`config.mk`:
```
export PLATFORM = sky130hd
export DESIGN_NAME = hazard_ctr
export DESIGN_NICKNAME = d
export VERILOG_FILES = /design/src/rtl/cmips_pkg.sv /design/src/rtl/mdu_timer.sv /design/src/rtl/hazard_ctr.sv
export SDC_FILE = /design/constraint.sdc
export NUM_CORES = 1
export LEC_CHECK = 0
export BUFFER_PORTS_ARGS = -buffer_cell sky130_fd_sc_hd__buf_2
export CORE_MARGIN = 1.5
export CORE_UTILIZATION = 35
export CTS_CLUSTER_DIAMETER = 50
export DETAILED_ROUTE_END_ITERATION = 12
export PLACE_DENSITY = 0.56
export SLEW_MARGIN = 10
export SYNTH_ARGS = -nofsm -noshare
export SYNTH_HDL_FRONTEND = slang
export SYNTH_SLANG_ARGS = --single-unit
```
`constraint.sdc`:
```
create_clock -name clk -period 5.85 [get_ports clk]
set_clock_uncertainty 0.15 [all_clocks]
set_input_delay 1.17 -clock clk [delete_from_list [all_inputs] [get_ports clk]]
set_output_delay 1.17 -clock clk [all_outputs]
set_load 0.05 [all_outputs]
```
`src/rtl/cmips_pkg.sv`:
```
// Shared definitions for the cmips pipeline control blocks.
package cmips_pkg;

  // Width of a register index (rs/rt/rd).
  localparam int REG_IDX_W = 5;

  // Width of the MDU latency counter; latencies are limited to 1..63.
  localparam int CNT_W = 6;

  // Default MDU occupancy, in EX cycles.
  localparam int DEF_MUL_LAT = 4;
  localparam int DEF_DIV_LAT = 32;

  // MDU sequencing state.
  typedef enum logic {
    IDLE = 1'b0,
    BUSY = 1'b1
  } mdu_state_e;

endpackage

```
`src/rtl/mdu_timer.sv`:
```
// Down-counter that times an MDU operation.
// start loads len; while busy, the count falls by one per cycle.
// done flags the last cycle of the operation (busy with count at zero).
module mdu_timer
  import cmips_pkg::*;
(
  input  logic             clk,
  input  logic             rst_n,
  input  logic             start,
  input  logic [CNT_W-1:0] len,
  input  logic             busy,
  output logic             done
);

  logic [CNT_W-1:0] cnt;

  // Load on start, then count down to zero while the operation runs.
  always_ff @(posedge clk or negedge rst_n) begin
    if (!rst_n) begin
      cnt <= '0;
    end else if (start) begin
      cnt <= len;
    end else if (busy && (cnt != '0)) begin
      cnt <= cnt - 1'b1;
    end
  end

  assign done = busy && (cnt == '0);

endmodule

```
`src/rtl/hazard_ctr.sv`:
```
// Pipeline hazard controller: load-use stall, MDU occupancy stall,
// taken-branch flush and a saturating count of stalled cycles.
//
// MDU issue: the ID instruction presents id_mdu_start (valid); the block
// accepts it (ready) only when the MDU is IDLE and the instruction is neither
// stalled by a load-use hazard nor flushed by a taken branch. An MDU
// instruction seen while BUSY also raises id_uses_hilo and is held in ID
// until the MDU returns to IDLE.
module hazard_ctr
  import cmips_pkg::*;
#(
  parameter int MUL_LAT = DEF_MUL_LAT,
  parameter int DIV_LAT = DEF_DIV_LAT
) (
  input  logic                 clk,
  input  logic                 rst_n,
  input  logic [REG_IDX_W-1:0] id_rs,
  input  logic [REG_IDX_W-1:0] id_rt,
  input  logic [REG_IDX_W-1:0] id_ex_rt,
  input  logic                 id_ex_memread_flag,
  input  logic                 id_mdu_start,
  input  logic                 id_mdu_is_div,
  input  logic                 id_uses_hilo,
  input  logic                 ex_branch_taken,
  output logic                 stall_if,
  output logic                 stall_id,
  output logic                 flush_id,
  output logic                 flush_ex,
  output logic                 mdu_busy,
  output logic [31:0]          stall_cycles
);

  localparam logic [CNT_W-1:0] MUL_LEN = CNT_W'(MUL_LAT - 1);
  localparam logic [CNT_W-1:0] DIV_LEN = CNT_W'(DIV_LAT - 1);

  mdu_state_e  state_q, state_d;
  logic        load_use;
  logic        mdu_stall;
  logic        stall_req;
  logic        mdu_start_ok;
  logic        mdu_done;
  logic [31:0] stall_cnt_q;

  // Load in EX feeds a source of the instruction in ID ($0 never hazards).
  assign load_use = id_ex_memread_flag && (id_ex_rt != '0) &&
                    ((id_ex_rt == id_rs) || (id_ex_rt == id_rt));

  // HI/LO consumers (including a back-to-back MDU op) wait for the MDU.
  assign mdu_stall = (state_q == BUSY) && id_uses_hilo;

  assign stall_req = load_use || mdu_stall;

  // Never start from a stalled or flushed instruction.
  assign mdu_start_ok = (state_q == IDLE) && id_mdu_start &&
                        !load_use && !ex_branch_taken;

  mdu_timer u_timer (
    .clk   (clk),
    .rst_n (rst_n),
    .start (mdu_start_ok),
    .len   (id_mdu_is_div ? DIV_LEN : MUL_LEN),
    .busy  (state_q == BUSY),
    .done  (mdu_done)
  );

  // MDU state register.
  always_ff @(posedge clk or negedge rst_n) begin
    if (!rst_n) begin
      state_q <= IDLE;
    end else begin
      state_q <= state_d;
    end
  end

  // MDU next-state: IDLE -> BUSY on accepted start, BUSY -> IDLE on done.
  always_comb begin
    state_d = state_q;
    case (state_q)
      IDLE:    if (mdu_start_ok) state_d = BUSY;
      BUSY:    if (mdu_done)     state_d = IDLE;
      default: state_d = IDLE;
    endcase
  end

  // mdu_busy is the registered FSM state and doubles as its debug view.
  assign mdu_busy = (state_q == BUSY);

  // Stall/flush outputs; a taken branch wins over any stall. All are held
  // low while reset is asserted.
  always_comb begin
    stall_if = 1'b0;
    stall_id = 1'b0;
    flush_id = 1'b0;
    flush_ex = 1'b0;
    if (rst_n) begin
      if (ex_branch_taken) begin
        flush_id = 1'b1;
        flush_ex = 1'b1;
      end else if (stall_req) begin
        stall_if = 1'b1;
        stall_id = 1'b1;
        flush_ex = 1'b1;
      end
    end
  end

  // Saturating count of cycles in which the PC was held.
  always_ff @(posedge clk or negedge rst_n) begin
    if (!rst_n) begin
      stall_cnt_q <= '0;
    end else if (stall_if && (stall_cnt_q != 32'hFFFF_FFFF)) begin
      stall_cnt_q <= stall_cnt_q + 32'd1;
    end
  end

  assign stall_cycles = stall_cnt_q;

endmodule

```
==> summary.txt, run 1 <==
Floorplan
  • Core Area: 5640 µm²
  • I/O Pins: 59
  • Die Area: approximately 6500 µm²
  • Row cnt: 27
  • Die height: 80.4 µm
  • Starting Density: 0.371
  • Chip width: around 80 µm

Placement
  • Gpl congestion: 0.732
  • Pre-CTS setup slack: 1.71 ns
  • # port buffers: 58
  • DP HPWL: 3130 µm

Timing
  • Final hold slack: 0.347 ns
  • Total negative slack: 0 ns
  • RSZ-0062 raised after global routing: false
  • Final WS setup: 1.77 ns
  • Crit path time final: 4.08 ns
  • Final Hold Fails: 0
  • Final setup fails: 0
  • Final Cycle Share: 0.697
  • Max frequency: 245 MHz
  • Relative slew slack: 0.564
  • Least-Margin Pin Slew: 0.648 ns
  • Max Slew Vio Count: 0

Drt
  • DRC Markers: 0
  • Detailed Routing Iterations Pass 1: 4
  • Total number of vias: 1589
  • Routed Antenna Nets: 0
  • Drt wl/cell: about 12 µm
  • Total length of routed wires: between 4000 and 5000 µm
  • Via-per-instance ratio: 4.66
  • 1st-iter DRT viols: 54

CTS
  • Clock Path Buffers: 2
  • TritonCTS clock tree: yes
  • CTS root buffer: clkbuf_8
  • Inserted Clock Buffers: 5
  • Post-cts sizing count: 0
  • # Post-CTS Setup Buffers: 0
  • Clock latency on the worst-skew pair: 0.29 ns
  • H-Tree Depth: 2
  • Clock-pin slew on the worst setup and hold paths: roughly 0.080 ns
  • Hold_buf cts: 0
  • Clock Sinks: 39

GRT
  • Largest net degree at the start of global routing: 43
  • Total grt overflow: 0
  • First-pass GRT wire length: around 7300 µm
  • Initial antenna violation count: 0
  • Vias in the first global route: 1621
  • GRT Total Usage: 0.145

Hold path
  • WHS Endpoint: stall_cycles[18]
  • Hold Crit Start: stall_cycles[18]
  • Hold depth: 1
  • HP Class: flop to flop

Synthesis
  • Flops & latches, synth: 39
  • Compound-Gate Fraction of Synth Area: 0.0233
  • Synth unique cells: 35
  • Syn Std Cell Area: 2090 µm²
  • Post-Synth Adder-Cell Area: 0.0179
  • Ys Warns: 0
  • Sequential share of the synthesized area: 0.466
  • Post-Synthesis Cells: 203
  • Post-synthesis simple-gate area fraction: 0.263
  • Proportion of synthesized area in mux cells: 0.0215
  • Synthesized Nets: 228
  • Synth Area per Inst: 10.3 µm²
  • Largest family of logic cells by synthesized area: simple AND/OR/NAND/NOR gates
  • Synth Area in XOR/XNOR: 0.192

Run status
  • Status: completed

Worst setup path
  • Crit path kind: input port to output port
  • Data required, critical path: 4.53 ns
  • Critical-path maximum fanout: 42
  • Crit start category: input port
  • Reg2Reg Setup Slack: approximately 3.5 ns
  • Critical Path End Type: output port
  • Worst r2r path cells: 5
  • Reg2reg end: stall_cycles[28]
  • CP arrival: 2.76 ns
  • Reg-to-reg critical path startpoint: stall_cycles[13]

Run
  • Max_cap viols: 0

Power
  • Pwr per Cell Area: between 200 and 300 nW/µm²
  • Leakage: between 1 and 1.5 nW
  • Sw frac: 0.375
  • NetSw: about 290 µW
  • Comb pwr share: 0.312
  • Int Power: roughly 480 µW
  • Clock network power share: 0.233
  • Worst VDD drop: ~160 µV
  • Overall Power: 767 µW
  • Sequential group share of total power: 0.455

Cells and area
  • Area Growth Syn to Fin: 22.4%
  • Layout Nets: 293
  • Ant. Diodes: 0
  • Layout cell share with drive strength beyond 1: 0.305
## worst max-delay path, cell delays in order
cell      delay [ns]
buf_2           0.08
buf_4           0.44
nand2b_1        0.18
o31ai_4         0.52
buf_2           0.36
## per-stage QoR
stage,cells,instance area (µm²),util
detailed placement,333,2470,0.439
CTS,341,2560,0.454
finish,341,2560,0.454
global route,341,2560,0.454
global placement,333,2470,0.439
floorplan,203,2090,-
## how the worst max path moves through the flow
stage | from | endpoint | slack (ns) | cells past startpoint
after detailed placement | rst_n | stall_id | 1.71 | 5
after global placement | rst_n | stall_id | 1.73 | 5
final | rst_n | stall_id | 1.77 | 5
after CTS | rst_n | stall_id | 1.71 | 5
after floorplan | id_ex_rt[3] | flush_ex | 1.53 | 6
after global routing | rst_n | stall_id | 1.61 | 5
## sequential cells by signal, summed over array words and instances, names as in the netlist
register      cells
stall_cycles     32
u_timer.cnt       6
mdu_busy          1
## routing by layer
metal  vias up  GRT usage  routed length, µm
li1        809          -                  -
met1       751      0.188               2060
met2        25      0.235               1960
met3         4     0.0284                 99
met4         0     0.0621                 50
met5         -          0                  0
## cell usage in the layout, fill, tap and decap left out, drive strengths merged, types with 4 or more instances in the layout
cell type  synthesis  layout
nand2             25      25
dfrtp             39      39
xor2              32      32
nor3              11      11
inv                7       7
nand3             13      13
mux2               4       4
xnor2             14      14
buf                1      59
clkbuf             0       5
nand4              7       7
nor4               4       4
nor2              24      24
## final cells by class
| cell class | instances | area (µm²) |
|---|---|---|
| clock buffers | 5 | 68.8 |
| clock inverters | 3 | 20.0 |
| fillers | 554 | 3080 |
| inverters | 7 | 26.3 |
| multi-input cells | 156 | 1080 |
| flip-flops and latches | 39 | 976 |
| well taps | 72 | 90.1 |
| repair buffers | 59 | 298 |
## cell usage after synthesis, drive strengths merged
cell type,instances,area [µm²]
or4,1,7.51
nand3,13,90.1
a22oi,1,7.51
xnor2,14,123
a21boi,1,7.51
nor2b,1,6.26
nor4,4,52.6
or2,1,6.26
and4,1,8.76
nor4b,1,15.0
or3,2,12.5
and3,3,18.8
inv,7,26.3
ha,3,37.5
nand3b,1,7.51
dfrtp,39,976
nand2,25,93.8
nand2b,1,6.26
xor2,32,280
buf,1,7.51
nor3,11,60.1
mux2,4,45.0
nor2,24,92.6
o21ai,1,5.00
nand4,7,58.8
and2,1,6.26
o211ai,1,7.51
o31ai,1,21.3
nor3b,1,7.51
## power by group through the flow
stage	logic, mW	registers (mW)	clock network, mW
global route	0.262	0.356	0.201
finish	0.239	0.349	0.179
CTS	0.243	0.350	0.186
detailed placement	0.242	0.355	0
floorplan	0.124	0.408	0
global placement	0.240	0.354	0
## logic make-up (layout without fill, tap and decap cells)
| group | Yosys count | in the layout |
|---|---|---|
| buffers and inverters | 8 | 74 |
| xor gates and xnor gates | 46 | 46 |
| and+or+nand+nor | 98 | 98 |
| adders and majority gates | 3 | 3 |
| muxes | 4 | 4 |
| DFF | 39 | 39 |
| AOI/OAI and AO/OA | 5 | 5 |
Note: power is estimated with default switching activity, not from simulation.
==> inputs of run 2 (changes only) <==
==> constraint.sdc (replaced) <==
create_clock -name clk -period 3.8 [get_ports clk]
set_clock_uncertainty 0.15 [all_clocks]
set_input_delay 0.76 -clock clk [delete_from_list [all_inputs] [get_ports clk]]
set_output_delay 0.76 -clock clk [all_outputs]
set_load 0.05 [all_outputs]
==> summary.txt, run 2 (synthesized netlist as in run 1, its figures left out) <==
GRT
  • M1 GR Usage: 0.193
  • First-pass GRT wire length: between 7000 and 8000 µm
  • Met2 GRT Util: 0.215
  • Initial antenna violation count: 0
  • GRT Total Usage: 0.144
  • Total grt overflow: 0
  • Vias in the first global route: 1498
  • Global routing's busiest layer: met2
  • Global Route met3 Usage: 0.0386
  • Largest net degree at the start of global routing: 42

Worst setup path
  • Critical Path End Type: output port
  • Critical-path maximum fanout: 3
  • CP arrival: 2.21 ns
  • Crit start category: input port
  • Worst Setup SP: id_ex_rt[1]
  • Crit path kind: input port to output port
  • Reg-to-reg critical path startpoint: stall_cycles[13]
  • Data required, critical path: 2.89 ns

Placement
  • DP HPWL: 3130 µm
  • # port buffers: 58
  • Pre-CTS setup slack: 0.677 ns
  • Gpl congestion: between 0.7 and 0.8

CTS
  • Post-cts sizing count: 0
  • Inserted Clock Buffers: 5
  • Clock Path Buffers: 2
  • TritonCTS clock tree: yes
  • # Post-CTS Setup Buffers: 0
  • Clock-pin slew on the worst setup and hold paths: 0.07 ns
  • CTS root buffer: clkbuf_8
  • Hold_buf cts: 0
  • Clock Sinks: 39
  • Clock latency on the worst-skew pair: 0.29 ns
  • H-Tree Depth: 2

Power
  • Sw frac: 0.364
  • NetSw: about 430 µW
  • Worst VDD drop: 203 µV
  • Sequential group share of total power: 0.452
  • Leakage: about 1.3 nW
  • Pwr per Cell Area: 461 nW/µm²
  • Clock network power share: 0.237
  • Int Power: 754 µW
  • Comb pwr share: 0.310

Cells and area
  • Fill cells: 562
  • Layout Nets: 294
  • Layout cell share with drive strength beyond 1: 0.305
  • Ant. Diodes: 0
  • Max reg flops: 32
  • Area Growth Syn to Fin: 22.7%
  • Post-layout util: 0.456
  • Most common cell after layout, fill and taps aside: buf_2
  • Most frequent cells in the layout: buf_2 (58), dfrtp_1 (39), xor2_1 (32)

Timing
  • Final setup fails: 0
  • Final hold slack: between 0.3 and 0.4 ns
  • Crit path time final: 3.12 ns
  • Relative slew slack: 0.593
  • Final Cycle Share: 0.822
  • Max Slew Vio Count: 0
  • Least-Margin Pin Slew: 0.605 ns
  • RSZ-0062 raised after global routing: false
  • Final WS setup: 0.675 ns
  • Final Hold Fails: 0
  • Total negative slack: 0 ns
  • Max frequency: 320 MHz

Drt
  • Via-per-instance ratio: about 4.7
  • Drt wl/cell: 12.2 µm
  • DRC Markers: 0
  • Routed Antenna Nets: 0
  • 1st-iter DRT viols: 52
  • Total length of routed wires: 4160 µm
  • Total number of vias: around 1600
  • Detailed Routing Iterations Pass 1: 4

Hold path
  • Hold Crit Start: stall_cycles[18]
  • HP Class: flop to flop

Floorplan
  • Die Area: 6460 µm²
  • Starting Density: 0.371
  • Die height: 80.4 µm
  • Core Area: 5640 µm²
  • Chip width: 80.4 µm
  • Row cnt: 27
  • I/O Pins: between 50 and 60

Run status
  • Status: completed

Run
  • Max_cap viols: 0
## run 2: cell types whose count changed in the layout (fill, tap and decap cells not counted)
cell	delta
clkbuf_8	+1
buf_4	+1
clkinvlp_4	-2
## run 2: power by group through the flow
stage                     clock [mW]  sequential, mW  combinational [mW]
final                          0.281           0.536               0.368
after global routing           0.313           0.544               0.405
after CTS                      0.294           0.536               0.374
after detailed placement           0           0.543               0.373
after global placement             0           0.543               0.369
after floorplan                    0           0.629               0.191
## run 2: cell type report
| cell class | instances | area, µm² | area share |
|---|---|---|---|
| flip-flops and latches | 39 | 976 | 0.380 |
| well taps | 72 | 90.1 | 0.0351 |
| repair buffers | 60 | 305 | 0.119 |
| inverters | 7 | 26.3 | 0.0102 |
| clock inverters | 1 | 5.00 | 0.00195 |
| clock buffers | 6 | 82.6 | 0.0321 |
| multi-input cells | 156 | 1080 | 0.422 |
## run 2: stage by stage
stage,instance area [µm²],power [mW],std cells
CTS,2570,1.20,341
floorplan,2090,0.820,203
detailed placement,2480,0.915,334
finish,2570,1.18,341
global placement,2480,0.913,334
global route,2570,1.26,341
## run 2: final timing paths
| path | endpoint | slack, ns | depth (start not counted) |
|---|---|---|---|
| worst max-delay path | flush_ex | 0.68 | 7 |
| worst min-delay path | stall_cycles[18] | 0.34 | 1 |
| worst max register to register | stall_cycles[28] | 1.47 | 5 |
| worst min register to register | stall_cycles[18] | 0.34 | 1 |
| max in group asynchronous | mdu_busy | 2.71 | 2 |
| min in group asynchronous | stall_cycles[9] | 0.43 | 2 |
## run 2: layer usage
metal / wire, µm / part of all wire
met1: 1990 / 0.48
met2: 1900 / 0.46
met3: 160 / 0.038
met4: 110 / 0.026
met5: 0 / 0
## run 2: critical path: stages
cell,delay [ns]
buf_2,0.12
or4_1,0.51
o21ai_1,0.27
nor2_1,0.12
nor2_1,0.13
a21boi_0,0.09
buf_2,0.21
